## config.mk

```make
export PLATFORM = sky130hd
export DESIGN_NAME = mem_access_flat
export DESIGN_NICKNAME = d
export VERILOG_FILES = /design/src/rtl/mem_access_pkg.sv /design/src/rtl/mem_access_if.sv /design/src/rtl/mem_lane_align.sv /design/src/rtl/mem_access.sv /design/src/flat_wrapper.sv
export SDC_FILE = /design/constraint.sdc
export NUM_CORES = 1
export LEC_CHECK = 0
export ABC_CLOCK_PERIOD_IN_PS = 3000
export BUFFER_PORTS_ARGS = -buffer_cell sky130_fd_sc_hd__buf_2
export CORE_ASPECT_RATIO = 0.6
export CORE_MARGIN = 2
export CORE_UTILIZATION = 40
export DETAILED_ROUTE_END_ITERATION = 12
export GPL_TIMING_DRIVEN = 0
export PLACE_DENSITY = 0.78
export SETUP_SLACK_MARGIN = 0.5
export SYNTH_ARGS = -nofsm -noshare
export SYNTH_HDL_FRONTEND = slang
export SYNTH_SLANG_ARGS = --single-unit
export TNS_END_PERCENT = 30
```

## constraint.sdc

```tcl
create_clock -name CLK -period 3 [get_ports CLK]
set_clock_uncertainty 0.1 [all_clocks]
set_input_delay 0.6 -clock CLK [delete_from_list [all_inputs] [get_ports CLK]]
set_output_delay 0.6 -clock CLK [all_outputs]
set_load 0.02 [all_outputs]
```

## src/rtl/mem_access_pkg.sv

```systemverilog
// Shared constants, types and decode helpers for the MEM stage of the RV32I core.
package mem_access_pkg;

  localparam logic [6:0]  OPC_LOAD  = 7'b0000011;
  localparam logic [6:0]  OPC_STORE = 7'b0100011;

  localparam logic [2:0]  F3_B  = 3'b000;
  localparam logic [2:0]  F3_H  = 3'b001;
  localparam logic [2:0]  F3_W  = 3'b010;
  localparam logic [2:0]  F3_BU = 3'b100;
  localparam logic [2:0]  F3_HU = 3'b101;

  localparam logic [31:0] NOP_WORD = 32'h0000_0013;

  typedef enum logic [1:0] {
    SZ_BYTE,
    SZ_HALF,
    SZ_WORD
  } access_size_e;

  typedef struct packed {
    logic        valid;
    logic [31:0] pc;
    logic [31:0] inst;
    logic [31:0] alu;
    logic [4:0]  rd;
    logic [31:0] data;
  } wb_t;

  // Unrecognised funct3 encodings fall back to a full-word access.
  function automatic access_size_e size_of(input logic [2:0] funct3);
    case (funct3)
      F3_B, F3_BU: return SZ_BYTE;
      F3_H, F3_HU: return SZ_HALF;
      F3_W:        return SZ_WORD;
      default:     return SZ_WORD;
    endcase
  endfunction

endpackage

```

## src/rtl/mem_access_if.sv

```systemverilog
// Level-handshake data-memory bus between the MEM stage (master) and data memory (slave).
interface mem_access_if;

  logic        DREQ;
  logic        DWR;
  logic [31:0] DADDR;
  logic [31:0] DWDATA;
  logic [3:0]  DBE;
  logic        DACK;
  logic [31:0] DRDATA;

  modport master (
    output DREQ, DWR, DADDR, DWDATA, DBE,
    input  DACK, DRDATA
  );

  modport slave (
    input  DREQ, DWR, DADDR, DWDATA, DBE,
    output DACK, DRDATA
  );

endinterface

```

## src/rtl/mem_lane_align.sv

```systemverilog
// Byte-lane steering for loads and stores: store replication and byte enables,
// load extraction with sign/zero extension, and misalignment detection.
module mem_lane_align
  import mem_access_pkg::*;
(
  input  logic [2:0]  funct3,
  input  logic [1:0]  addr_lo,
  input  logic [31:0] rs2,
  input  logic [31:0] rdata,
  output logic [31:0] wdata,
  output logic [3:0]  be,
  output logic [31:0] load_data,
  output logic        misaligned
);

  access_size_e size;
  logic         sign;
  logic [7:0]   byte_sel;
  logic [15:0]  half_sel;

  always_comb begin
    // NOTE: every output gets a default before the case so no path can infer a latch.
    size       = size_of(funct3);
    sign       = (funct3 == F3_B) || (funct3 == F3_H);
    wdata      = rs2;
    be         = 4'b1111;
    load_data  = rdata;
    misaligned = 1'b0;

    case (addr_lo)
      2'd0:    byte_sel = rdata[7:0];
      2'd1:    byte_sel = rdata[15:8];
      2'd2:    byte_sel = rdata[23:16];
      default: byte_sel = rdata[31:24];
    endcase
    half_sel = addr_lo[1] ? rdata[31:16] : rdata[15:0];

    case (size)
      SZ_BYTE: begin
        load_data = {{24{sign & byte_sel[7]}}, byte_sel};
        wdata     = {4{rs2[7:0]}};
        be        = 4'b0001 << addr_lo;
      end
      SZ_HALF: begin
        load_data  = {{16{sign & half_sel[15]}}, half_sel};
        wdata      = {2{rs2[15:0]}};
        be         = addr_lo[1] ? 4'b1100 : 4'b0011;
        misaligned = addr_lo[0];
      end
      default: begin
        misaligned = |addr_lo;
      end
    endcase
  end

endmodule

```

## src/rtl/mem_access.sv

```systemverilog
// MEM stage: issues loads/stores on the data bus, stalls upstream while a transaction
// is outstanding, and fills the MEM/WB latch with results or bubbles.
module mem_access
  import mem_access_pkg::*;
#(
  parameter int          TIMEOUT  = 16,
  parameter logic [31:0] NOP_INST = NOP_WORD
) (
  input  logic        CLK,
  input  logic        RES,
  input  logic        HLT,
  input  logic        EX_MEM_valid,
  input  logic [31:0] EX_MEM_pc,
  input  logic [31:0] EX_MEM_inst,
  input  logic [31:0] EX_MEM_alu,
  input  logic [31:0] EX_MEM_rs2,
  input  logic [4:0]  EX_MEM_rd,
  output logic        MEM_STALL,
  output logic        MEM_FAULT,
  output logic        MEM_WB_valid,
  output logic [31:0] MEM_WB_pc,
  output logic [31:0] MEM_WB_inst,
  output logic [31:0] MEM_WB_alu,
  output logic [4:0]  MEM_WB_rd,
  output logic [31:0] MEM_WB_data,
  mem_access_if.master bus
);

  localparam logic [0:0] S_IDLE = 1'b0;
  localparam logic [0:0] S_WAIT = 1'b1;

  localparam logic [7:0] CNT_LAST = 8'(TIMEOUT - 1);

  logic [0:0]  state, state_nxt;
  logic [7:0]  cnt, cnt_nxt;
  logic        fault_nxt;
  logic        req_nxt;
  logic        issue;
  wb_t         wb_q, wb_nxt, wb_pass;

  logic [2:0]  funct3;
  logic        is_load, is_store, mem_op;
  logic [31:0] wdata, load_data;
  logic [3:0]  be;
  logic        misaligned;

  assign funct3   = EX_MEM_inst[14:12];
  assign is_load  = EX_MEM_inst[6:0] == OPC_LOAD;
  assign is_store = EX_MEM_inst[6:0] == OPC_STORE;
  assign mem_op   = EX_MEM_valid && (is_load || is_store);

  mem_lane_align u_lane_align (
    .funct3     (funct3),
    .addr_lo    (EX_MEM_alu[1:0]),
    .rs2        (EX_MEM_rs2),
    .rdata      (bus.DRDATA),
    .wdata      (wdata),
    .be         (be),
    .load_data  (load_data),
    .misaligned (misaligned)
  );

  // In WAIT the stall drops as soon as DACK is seen, so upstream advances on the
  // same edge that captures the result.
  assign MEM_STALL = (state == S_IDLE) ? (mem_op && !misaligned) : !bus.DACK;

  always_comb begin
    wb_pass = '{valid: 1'b1, pc: EX_MEM_pc, inst: EX_MEM_inst, alu: EX_MEM_alu,
                rd: EX_MEM_rd, data: EX_MEM_alu};
    wb_nxt  = '{valid: 1'b0, pc: EX_MEM_pc, inst: NOP_INST, alu: EX_MEM_alu,
                rd: 5'd0, data: 32'd0};
    state_nxt = state;
    cnt_nxt   = cnt;
    fault_nxt = 1'b0;
    req_nxt   = bus.DREQ;
    issue     = 1'b0;

    case (state)
      S_IDLE: begin
        if (mem_op) begin
          if (misaligned) begin
            fault_nxt = 1'b1;
          end else begin
            issue     = 1'b1;
            req_nxt   = 1'b1;
            cnt_nxt   = 8'd0;
            state_nxt = S_WAIT;
          end
        end else if (EX_MEM_valid) begin
          wb_nxt = wb_pass;
        end
      end
      S_WAIT: begin
        if (bus.DACK) begin
          wb_nxt      = wb_pass;
          wb_nxt.data = is_load ? load_data : 32'd0;
          req_nxt     = 1'b0;
          state_nxt   = S_IDLE;
        end else if (cnt == CNT_LAST) begin
          fault_nxt = 1'b1;
          req_nxt   = 1'b0;
          state_nxt = S_IDLE;
        end else begin
          cnt_nxt = cnt + 8'd1;
        end
      end
      default: state_nxt = S_IDLE;
    endcase
  end

  // NOTE: all state uses non-blocking assignments so every register samples pre-edge values.
  always_ff @(posedge CLK or negedge RES) begin
    if (!RES) begin
      state      <= S_IDLE;
      cnt        <= 8'd0;
      MEM_FAULT  <= 1'b0;
      wb_q       <= '{valid: 1'b0, pc: 32'd0, inst: NOP_INST, alu: 32'd0, rd: 5'd0, data: 32'd0};
      bus.DREQ   <= 1'b0;
      bus.DWR    <= 1'b0;
      bus.DADDR  <= 32'd0;
      bus.DBE    <= 4'd0;
      bus.DWDATA <= 32'd0;
    end else if (!HLT) begin
      state     <= state_nxt;
      cnt       <= cnt_nxt;
      MEM_FAULT <= fault_nxt;
      wb_q      <= wb_nxt;
      bus.DREQ  <= req_nxt;
      if (issue) begin
        bus.DWR    <= is_store;
        bus.DADDR  <= {EX_MEM_alu[31:2], 2'b00};
        bus.DBE    <= is_store ? be : 4'b0000;
        bus.DWDATA <= is_store ? wdata : 32'd0;
      end
    end
  end

  assign MEM_WB_valid = wb_q.valid;
  assign MEM_WB_pc    = wb_q.pc;
  assign MEM_WB_inst  = wb_q.inst;
  assign MEM_WB_alu   = wb_q.alu;
  assign MEM_WB_rd    = wb_q.rd;
  assign MEM_WB_data  = wb_q.data;

endmodule
```

## src/flat_wrapper.sv

```systemverilog
// flat-port wrapper written by rule: the top's interface ports become plain ports
module mem_access_flat import mem_access_pkg::*;
#(
  parameter int          TIMEOUT  = 16,
  parameter logic [31:0] NOP_INST = NOP_WORD
)
  (CLK, RES, HLT, EX_MEM_valid, EX_MEM_pc, EX_MEM_inst, EX_MEM_alu, EX_MEM_rs2, EX_MEM_rd, MEM_STALL, MEM_FAULT, MEM_WB_valid, MEM_WB_pc, MEM_WB_inst, MEM_WB_alu, MEM_WB_rd, MEM_WB_data, bus_DREQ, bus_DWR, bus_DADDR, bus_DWDATA, bus_DBE, bus_DACK, bus_DRDATA);
  mem_access_if bus_i ();
  input  logic CLK;
  input  logic RES;
  input  logic HLT;
  input  logic EX_MEM_valid;
  input  logic [31:0] EX_MEM_pc;
  input  logic [31:0] EX_MEM_inst;
  input  logic [31:0] EX_MEM_alu;
  input  logic [31:0] EX_MEM_rs2;
  input  logic [4:0] EX_MEM_rd;
  output logic MEM_STALL;
  output logic MEM_FAULT;
  output logic MEM_WB_valid;
  output logic [31:0] MEM_WB_pc;
  output logic [31:0] MEM_WB_inst;
  output logic [31:0] MEM_WB_alu;
  output logic [4:0] MEM_WB_rd;
  output logic [31:0] MEM_WB_data;
  output wire logic [$bits(bus_i.DREQ)-1:0] bus_DREQ;
  output wire logic [$bits(bus_i.DWR)-1:0] bus_DWR;
  output wire logic [$bits(bus_i.DADDR)-1:0] bus_DADDR;
  output wire logic [$bits(bus_i.DWDATA)-1:0] bus_DWDATA;
  output wire logic [$bits(bus_i.DBE)-1:0] bus_DBE;
  input wire logic [$bits(bus_i.DACK)-1:0] bus_DACK;
  input wire logic [$bits(bus_i.DRDATA)-1:0] bus_DRDATA;
  assign bus_DREQ = bus_i.DREQ;
  assign bus_DWR = bus_i.DWR;
  assign bus_DADDR = bus_i.DADDR;
  assign bus_DWDATA = bus_i.DWDATA;
  assign bus_DBE = bus_i.DBE;
  assign bus_i.DACK = bus_DACK;
  assign bus_i.DRDATA = bus_DRDATA;
  mem_access #(.TIMEOUT(TIMEOUT), .NOP_INST(NOP_INST)) u_core (.CLK(CLK), .RES(RES), .HLT(HLT), .EX_MEM_valid(EX_MEM_valid), .EX_MEM_pc(EX_MEM_pc), .EX_MEM_inst(EX_MEM_inst), .EX_MEM_alu(EX_MEM_alu), .EX_MEM_rs2(EX_MEM_rs2), .EX_MEM_rd(EX_MEM_rd), .MEM_STALL(MEM_STALL), .MEM_FAULT(MEM_FAULT), .MEM_WB_valid(MEM_WB_valid), .MEM_WB_pc(MEM_WB_pc), .MEM_WB_inst(MEM_WB_inst), .MEM_WB_alu(MEM_WB_alu), .MEM_WB_rd(MEM_WB_rd), .MEM_WB_data(MEM_WB_data), .bus(bus_i));
endmodule
```

==> results by group, run 1 <==
Floorplanning
  – Number of standard-cell rows in the floorplan: 43
  – Boundary Pins: 376
  – Floorplan die area: 24500 um^2
  – Chip height: 122 um
  – Die outline width: 201 um
  – Initial core utilization: 0.405
  – Core outline area: 23000 um^2

Logic synthesis
  – Register area share after synthesis: 0.571
  – Commonest cells in the netlist: dfrtp_1 (209), nand2_1 (194), mux2_2 (81), clkbuf_1 (57), a21oi_1 (35)
  – Netlist cell types: 44
  – Largest cells by area after synthesis: dfrtp_1 (56%), mux2_2 (9.8%), nand2_1 (7.8%)
  – Most common cell in the netlist: dfrtp_1
  – Total standard cell area after synthesis: 9300 um^2
  – Proportion of netlist area held by the largest area contributor: 0.563
  – Top cell type by total area after synthesis: dfrtp_1
  – Share of flip-flops with an asynchronous set or reset after synthesis: 1.00
  – Number of warning messages in the yosys log: 0
  – Post-Syn Instances: 853
  – Average footprint of a synthesized cell: 10.9 um^2
  – Number of register bits inferred by synthesis: 212
  – EDFF count, synth: 0
  – Main flop type after synthesis: dfrtp_1

Layout
  – Non-filler cells, final: 1588
  – Growth of design area from synthesis to finish: 34.0%
  – Layout Cell Area excl Fill: 12500 um^2
  – Final standard cell utilization of the core: 0.543
  – Nets: 1429
  – Fraction of final layout cells with drive strength greater than 1: 0.408

Clocking
  – Cell at the root of the clock tree: clkbuf_16
  – Clock sink count: 212
  – H-tree levels: 1
  – # hold bufs at CTS: 0
  – Number of buffers added by the clock tree synthesis step: 22
  – Clock-pin slew on the worst setup and hold paths: 0.06 ns
  – Later-pin clock latency in the skew report: 0.50 ns
  – CTS tree: built
  – Clock Path Buffers: 3

Pwr
  – Clock share of power: 0.386
  – Logic gate share of total power: 0.167
  – Static leakage: 6.46 nW
  – Net switching fraction of the power: 0.277
  – Cell-internal power: 0.00515 W
  – Portion of total power attributed to sequential cells: 0.447
  – Power density over the cells: 571 nW/um^2
  – Worst IR drop on VDD: 0.340 mV
  – Total power: 0.00711 W
  – Switching component of the power: 0.00197 W

STA
  – Final-layout worst hold slack: -0.0242 ns
  – Total negative setup slack: 0 ns
  – Rel. slew slack: 0.415
  – Final period util: 0.858
  – RSZ-0062 raised after global routing: yes
  – Final number of setup-violating endpoints: 0
  – Number of hold violations in the final report: 7
  – Worst-margin pin slew: 0.878 ns
  – Final critical delay including setup and external delays: 2.57 ns
  – Final number of max-transition violations: 0
  – Achievable frequency: 388 MHz

Placed design
  – Number of buffers inserted by port buffering: 371
  – Final estimated routing congestion in global placement: 0.930
  – Inst Count DP: 1542
  – HPWL after detailed placement: 25.0 mm
  – Placement Cell Area: 11600 um^2

Outcome
  – Outcome: complete, but fails checks
  – Violated checks: hold timing

Detailed routing
  – Initial DRT Pass Iterations: 5
  – Post-Route WL: 32.5 mm
  – Total vias in the final route: 8379
  – Final routed wire length divided by cell count: 20.5 um
  – Antenna Nets Post-Route: 0
  – Total DRC errors in the routed layout: 0
  – Vias per cell: 5.28
  – Count of routing violations after the opening detailed-route iteration: 645

Worst setup path
  – Kind of start point of the critical path: register
  – Logic depth of the worst register-to-register path: 7
  – FF-to-FF setup slack: 0.49 ns
  – Critical path destination: MEM_STALL
  – Critical Setup Path Class: reg2out
  – Crit path max fanout: 4
  – List of cells traversed by the critical path: or4b_4, nor2_4, nand2_1, nand2_2, buf_6
  – Slowest stage cell on the critical path: or4b_4
  – Reg-to-Reg End: u_core.cnt[0]
  – CP top delay family: simple AND/OR/NAND/NOR gates
  – Kind of end point of the critical path: output pin
  – Worst path buffer plus inverter count: 1
  – Worst Path Required: 2.30 ns
  – Reg-to-reg startpoint: u_core.state
  – Endpoint arrival time on the critical path: 1.87 ns
  – Beginning of the critical path: u_core.state
  – Worst path depth: 5
  – CP max stage delay: 0.55 ns

Global route
  – Initial antenna violation count: 4
  – Remaining global-route overflow: 0
  – Largest net degree at the start of global routing: 118
  – Vias in the first global route: 8003
  – Global router's overall resource usage: 0.259
  – Wire length of the first global-routing pass: 48.1 mm

Run
  – Max-cap violation count: 0

Min path
  – Hold crit path type: in2async
==> state kept, by name, indices dropped and copies added (netlist names) <==
register,count
u_core.MEM_WB_inst,32
u_core.MEM_WB_data,32
u_core.bus.DWDATA,32
u_core.bus.DBE,4
u_core.cnt,8
u_core.MEM_WB_valid,1
u_core.bus.DADDR,30
u_core.state,1
u_core.MEM_FAULT,1
u_core.MEM_WB_alu,32
u_core.MEM_WB_pc,32
u_core.bus.DREQ,1
u_core.MEM_WB_rd,5
u_core.bus.DWR,1
==> area by class of cell <==
| type | count | area [um^2] |
|---|---|---|
| inverter | 8 | 30.0 |
| sequential | 212 | 5310 |
| clock inverter | 5 | 82.6 |
| multi-input combinational | 570 | 3780 |
| tap | 315 | 394 |
| antenna | 2 | 5.00 |
| clock buffer | 32 | 629 |
| buffer | 64 | 272 |
| timing repair buffer | 380 | 1960 |
| fill | 2097 | 10500 |
==> power by group through the flow <==
stage | clock network (W) | logic (W) | registers, W
2_1_floorplan | 0 | 0.000377 | 0.00347
3_3_place_gp | 0 | 0.00116 | 0.00322
3_5_place_dp | 0 | 0.00118 | 0.00323
4_1_cts | 0.00281 | 0.00119 | 0.00318
5_1_grt | 0.00294 | 0.00127 | 0.00320
6_report | 0.00275 | 0.00119 | 0.00318
==> logic make-up after synthesis <==
| logic type | share of synthesized area |
|---|---|
| DFF | 0.571 |
| and+or+nand+nor | 0.155 |
| muxes | 0.109 |
| adders and majority gates | 0.00135 |
| other | 0.000403 |
| AOI/OAI and AO/OA | 0.132 |
| buffers and inverters | 0.0311 |
==> cells in the final DEF (no fill, tap or decap), types with 7 or more instances in the layout <==
master     count
nor2_1         8
o21ai_0       20
inv_1          7
nand2b_1      18
clkbuf_1      57
o211ai_1      17
a22oi_1        7
and2_1        19
or4_1          7
buf_4         10
o31ai_1        7
mux2_2        81
buf_2        369
nand3_1       30
dfrtp_1      209
a21oi_1       34
a22o_1        33
clkbuf_16     23
nor2b_1       14
a21o_1         8
o221ai_1       7
mux2i_1        8
clkbuf_2       7
nand2_1      193
a221o_1       24
nor3b_1        8
==> worst min path at each step <==
| stage | cells past startpoint | slack [ns] | startpoint | end |
|---|---|---|---|---|
| after floorplan | 0 | 0.20 | RES | u_core.MEM_FAULT |
| after global placement | 2 | 0.35 | u_core.bus.DWDATA[0] | u_core.bus.DWDATA[0] |
| after detailed placement | 2 | 0.35 | u_core.bus.DWDATA[3] | u_core.bus.DWDATA[3] |
| after CTS | 1 | 0.03 | RES | u_core.MEM_WB_pc[0] |
| after global routing | 1 | 0.06 | RES | u_core.MEM_WB_pc[0] |
| final | 1 | -0.02 | RES | u_core.MEM_WB_pc[0] |
==> stage by stage <==
| stage | setup slack, ns | hold WS, ns |
|---|---|---|
| 2_1_floorplan | 0.469 | 0.204 |
| 3_3_place_gp | -2.45 | 0.348 |
| 3_5_place_dp | -0.560 | 0.354 |
| 4_1_cts | 0.291 | 0.0261 |
| 5_1_grt | 0.330 | 0.0551 |
| 6_report | 0.426 | -0.0242 |
==> metal layers <==
metal / up-vias / GRT usage / share of wire
met4: 4 / 0.0681 / 0.027
met5: - / 0 / 0.00083
met1: 4127 / 0.345 / 0.43
met2: 377 / 0.412 / 0.45
met3: 50 / 0.0829 / 0.092
li1: 3821 / - / -
==> what timing repair did <==
| action | 4_1_cts | 5_1_grt |
|---|---|---|
| resized for setup | 6 | 20 |
| buffers inserted | 0 | 7 |
| pin swaps | 0 | 2 |
| endpoints found under the setup margin | 119 | 131 |
Note: power is estimated with default switching activity, not from simulation.
==> run 2: changes to the inputs <==
- CTS_BUF_LIST: default -> sky130_fd_sc_hd__clkbuf_2
==> run 2 against run 1 <==
  * The flow now finishes without violations
  * Wire length up 14%
  * Fmax fell by 9.3%
  * Final cell count increased by 12%
  * Flip-flop and latch count did not move
  * Critical path depth is the same
  * Count of clock-buffer cells in the layout up 36
  * Global-route usage is 3.8 points higher
  * Combinational power is 15% higher
  * Sequential share of layout area decreased by 3.7 points
  * Sequential power about the same
  * Critical path type unchanged
==> results by group, run 2 (synthesis results as in run 1) <==
Pwr
  – Worst IR drop on VDD: 0.333 mV (-1.9%)
  – Power density over the cells: 470 nW/um^2 (-18%)
  – Switching component of the power: 0.00208 W (+5.6%)
  – Net switching fraction of the power: 0.324 (+0.0478)
  – Cell-internal power: 0.00433 W (-16%)
  – Clock share of power: 0.289 (-0.097)
  – Static leakage: 7.03 nW (+8.8%)
  – Logic gate share of total power: 0.214 (+0.047)
  – Total power: 0.00641 W (-9.9%)
  – Portion of total power attributed to sequential cells: 0.497 (+0.050)

STA
  – Final number of max-transition violations: 0 (unchanged)
  – Number of hold violations in the final report: 0 (-7)
  – Achievable frequency: 352 MHz (-9.3%)
  – Final period util: 0.946 (+0.0882)
  – Final number of setup-violating endpoints: 0 (unchanged)
  – Worst-margin pin slew: 1.08 ns (+0.198 ns)
  – RSZ-0062 raised after global routing: yes
  – Rel. slew slack: 0.280 (-0.134)
  – Final-layout worst hold slack: 0.121 ns (+0.145 ns)
  – Final critical delay including setup and external delays: 2.84 ns (+0.264 ns)

Detailed routing
  – Total DRC errors in the routed layout: 0 (unchanged)
  – Initial DRT Pass Iterations: 5 (unchanged)
  – Post-Route WL: 37.2 mm (+14%)
  – Antenna Nets Post-Route: 0 (unchanged)
  – Final routed wire length divided by cell count: 20.9 um (+1.9%)
  – Vias per cell: 5.27 (about the same)
  – Total vias in the final route: 9399 (+12%)
  – Count of routing violations after the opening detailed-route iteration: 818 (+27%)

Layout
  – Number of filler instances in the final layout: 1919 (-8.5%)
  – Most common library cell in the layout ignoring fill and taps: buf_2
  – Non-filler cells, final: 1782 (+12%)
  – Commonest non-fill, non-tap cells in the layout: buf_2 (369), dfrtp_1 (209), nand2_1 (192), dlygate4sd3_1 (151), mux2_2 (81)
  – Layout Cell Area excl Fill: 13600 um^2 (+9.4%)
  – Fraction of final layout cells with drive strength greater than 1: 0.378 (-0.0300)
  – Final standard cell utilization of the core: 0.594 (+0.0511)
  – Nets: 1603 (+12%)
  – Growth of design area from synthesis to finish: 46.7%

Worst setup path
  – Kind of end point of the critical path: output pin
  – Endpoint arrival time on the critical path: 2.14 ns (+0.27 ns)
  – Critical Setup Path Class: reg2out
  – Kind of start point of the critical path: register
  – Worst Path Required: 2.30 ns (about the same)
  – Crit path max fanout: 2 (-2)

Global route
  – Wire length of the first global-routing pass: 55.2 mm (+15%)
  – Initial antenna violation count: 5 (+1)
  – Global router's overall resource usage: 0.297 (+0.0378)
  – Largest net degree at the start of global routing: 118 (unchanged)
  – Vias in the first global route: 9608 (+20%)
  – Remaining global-route overflow: 0 (unchanged)

Floorplanning
  – Core outline area: 23000 um^2 (unchanged)
  – Chip height: 122 um (unchanged)
  – Die outline width: 201 um (unchanged)
  – Floorplan die area: 24500 um^2 (unchanged)
  – Boundary Pins: 376 (unchanged)
  – Number of standard-cell rows in the floorplan: 43 (unchanged)
  – Initial core utilization: 0.405 (unchanged)

Clocking
  – CTS tree: built
  – Number of buffers added by the clock tree synthesis step: 49 (+120%)
  – Cell at the root of the clock tree: clkbuf_2
  – Clock sink count: 212 (unchanged)
  – Later-pin clock latency in the skew report: 0.81 ns (+0.31 ns)
  – Clock Path Buffers: 3 (unchanged)
  – H-tree levels: 2 (+1)
  – Clock-pin slew on the worst setup and hold paths: 0.11 ns (+0.05 ns)

Placed design
  – Final estimated routing congestion in global placement: 0.930 (unchanged)
  – Number of buffers inserted by port buffering: 371 (unchanged)
  – HPWL after detailed placement: 25.0 mm (unchanged)
  – Inst Count DP: 1542 (unchanged)
  – Placement Cell Area: 11600 um^2 (unchanged)

Min path
  – Hold crit path type: in2reg

Outcome
  – Outcome: completed

Run
  – Max-cap violation count: 0 (unchanged)
run 2: changes by cell type in the layout (fill, tap and decap cells not counted), moves of 2 or more:
| cell | change |
|---|---|
| diode_2 | +3 |
| clkbuf_8 | -2 |
| buf_4 | -3 |
| dlygate4sd3_1 | +151 |
| clkbuf_1 | -5 |
| clkinv_1 | +11 |
| clkbuf_16 | -23 |
| clkbuf_2 | +65 |
run 2: worst max-delay path, cell delays in order, from the launching register on:
cell and delay (ns):
dfrtp_1 0.39, or4b_4 0.52, nor2_4 0.12, nand2_2 0.07, nand2_2 0.09, buf_6 0.12
run 2: layer usage:
metal	GRT usage	up-vias	part of all wire	wire length (um)
met5	0	-	0.00035	13
met1	0.372	4561	0.40	14800
met4	0.135	2	0.039	1470
met2	0.471	528	0.46	17100
li1	-	4195	-	-
met3	0.0984	113	0.10	3780
run 2: timing repair:
item / 4_1_cts / 5_1_grt
gates resized for setup: 9 / 16
pin swaps: 1 / 1
hold endpoints to repair: 286 / 1
buffers inserted: 1 / 2
hold buffers: 150 / 1
endpoints found under the setup margin: 107 / 109
run 2: final cells by class:
type	instances	area, um^2	share of cell area
antenna	5	12.5	0.000918
sequential	212	5310	0.389
buffer	64	272	0.0199
clock buffer	68	340	0.0250
inverter	8	30.0	0.00220
tap	315	394	0.0289
clock inverter	13	76.3	0.00560
multi-input combinational	570	3760	0.276
timing repair buffer	527	3440	0.252
run 2: power groups by stage:
stage	Clock [W]	Sequential, W	Combinational [W]
final	0.00185	0.00318	0.00137
after global routing	0.00208	0.00320	0.00145
after CTS	0.00191	0.00317	0.00134
after detailed placement	0	0.00323	0.00118
after global placement	0	0.00322	0.00116
after floorplan	0	0.00347	0.000377
run 2: through the flow:
stage,setup TNS [ns],setup WS [ns]
after floorplan,0,0.469
after global placement,-570.66,-2.45
after detailed placement,-11.85,-0.560
after CTS,0,0.0141
after global routing,-0.0282,-0.0282
final,0,0.161
run 2: worst paths after layout:
check,slack [ns],endpoint,from,cells past startpoint
max,0.16,MEM_STALL,u_core.state,5
max in group asynchronous,1.48,u_core.MEM_WB_inst[19],RES,3
min reg2reg,0.37,u_core.bus.DWDATA[9],u_core.bus.DWDATA[9],2
min in group asynchronous,0.25,u_core.MEM_WB_pc[2],RES,2
max reg2reg,0.20,u_core.bus.DWDATA[21],u_core.state,6
min,0.12,u_core.MEM_WB_data[6],bus_DRDATA[6],3
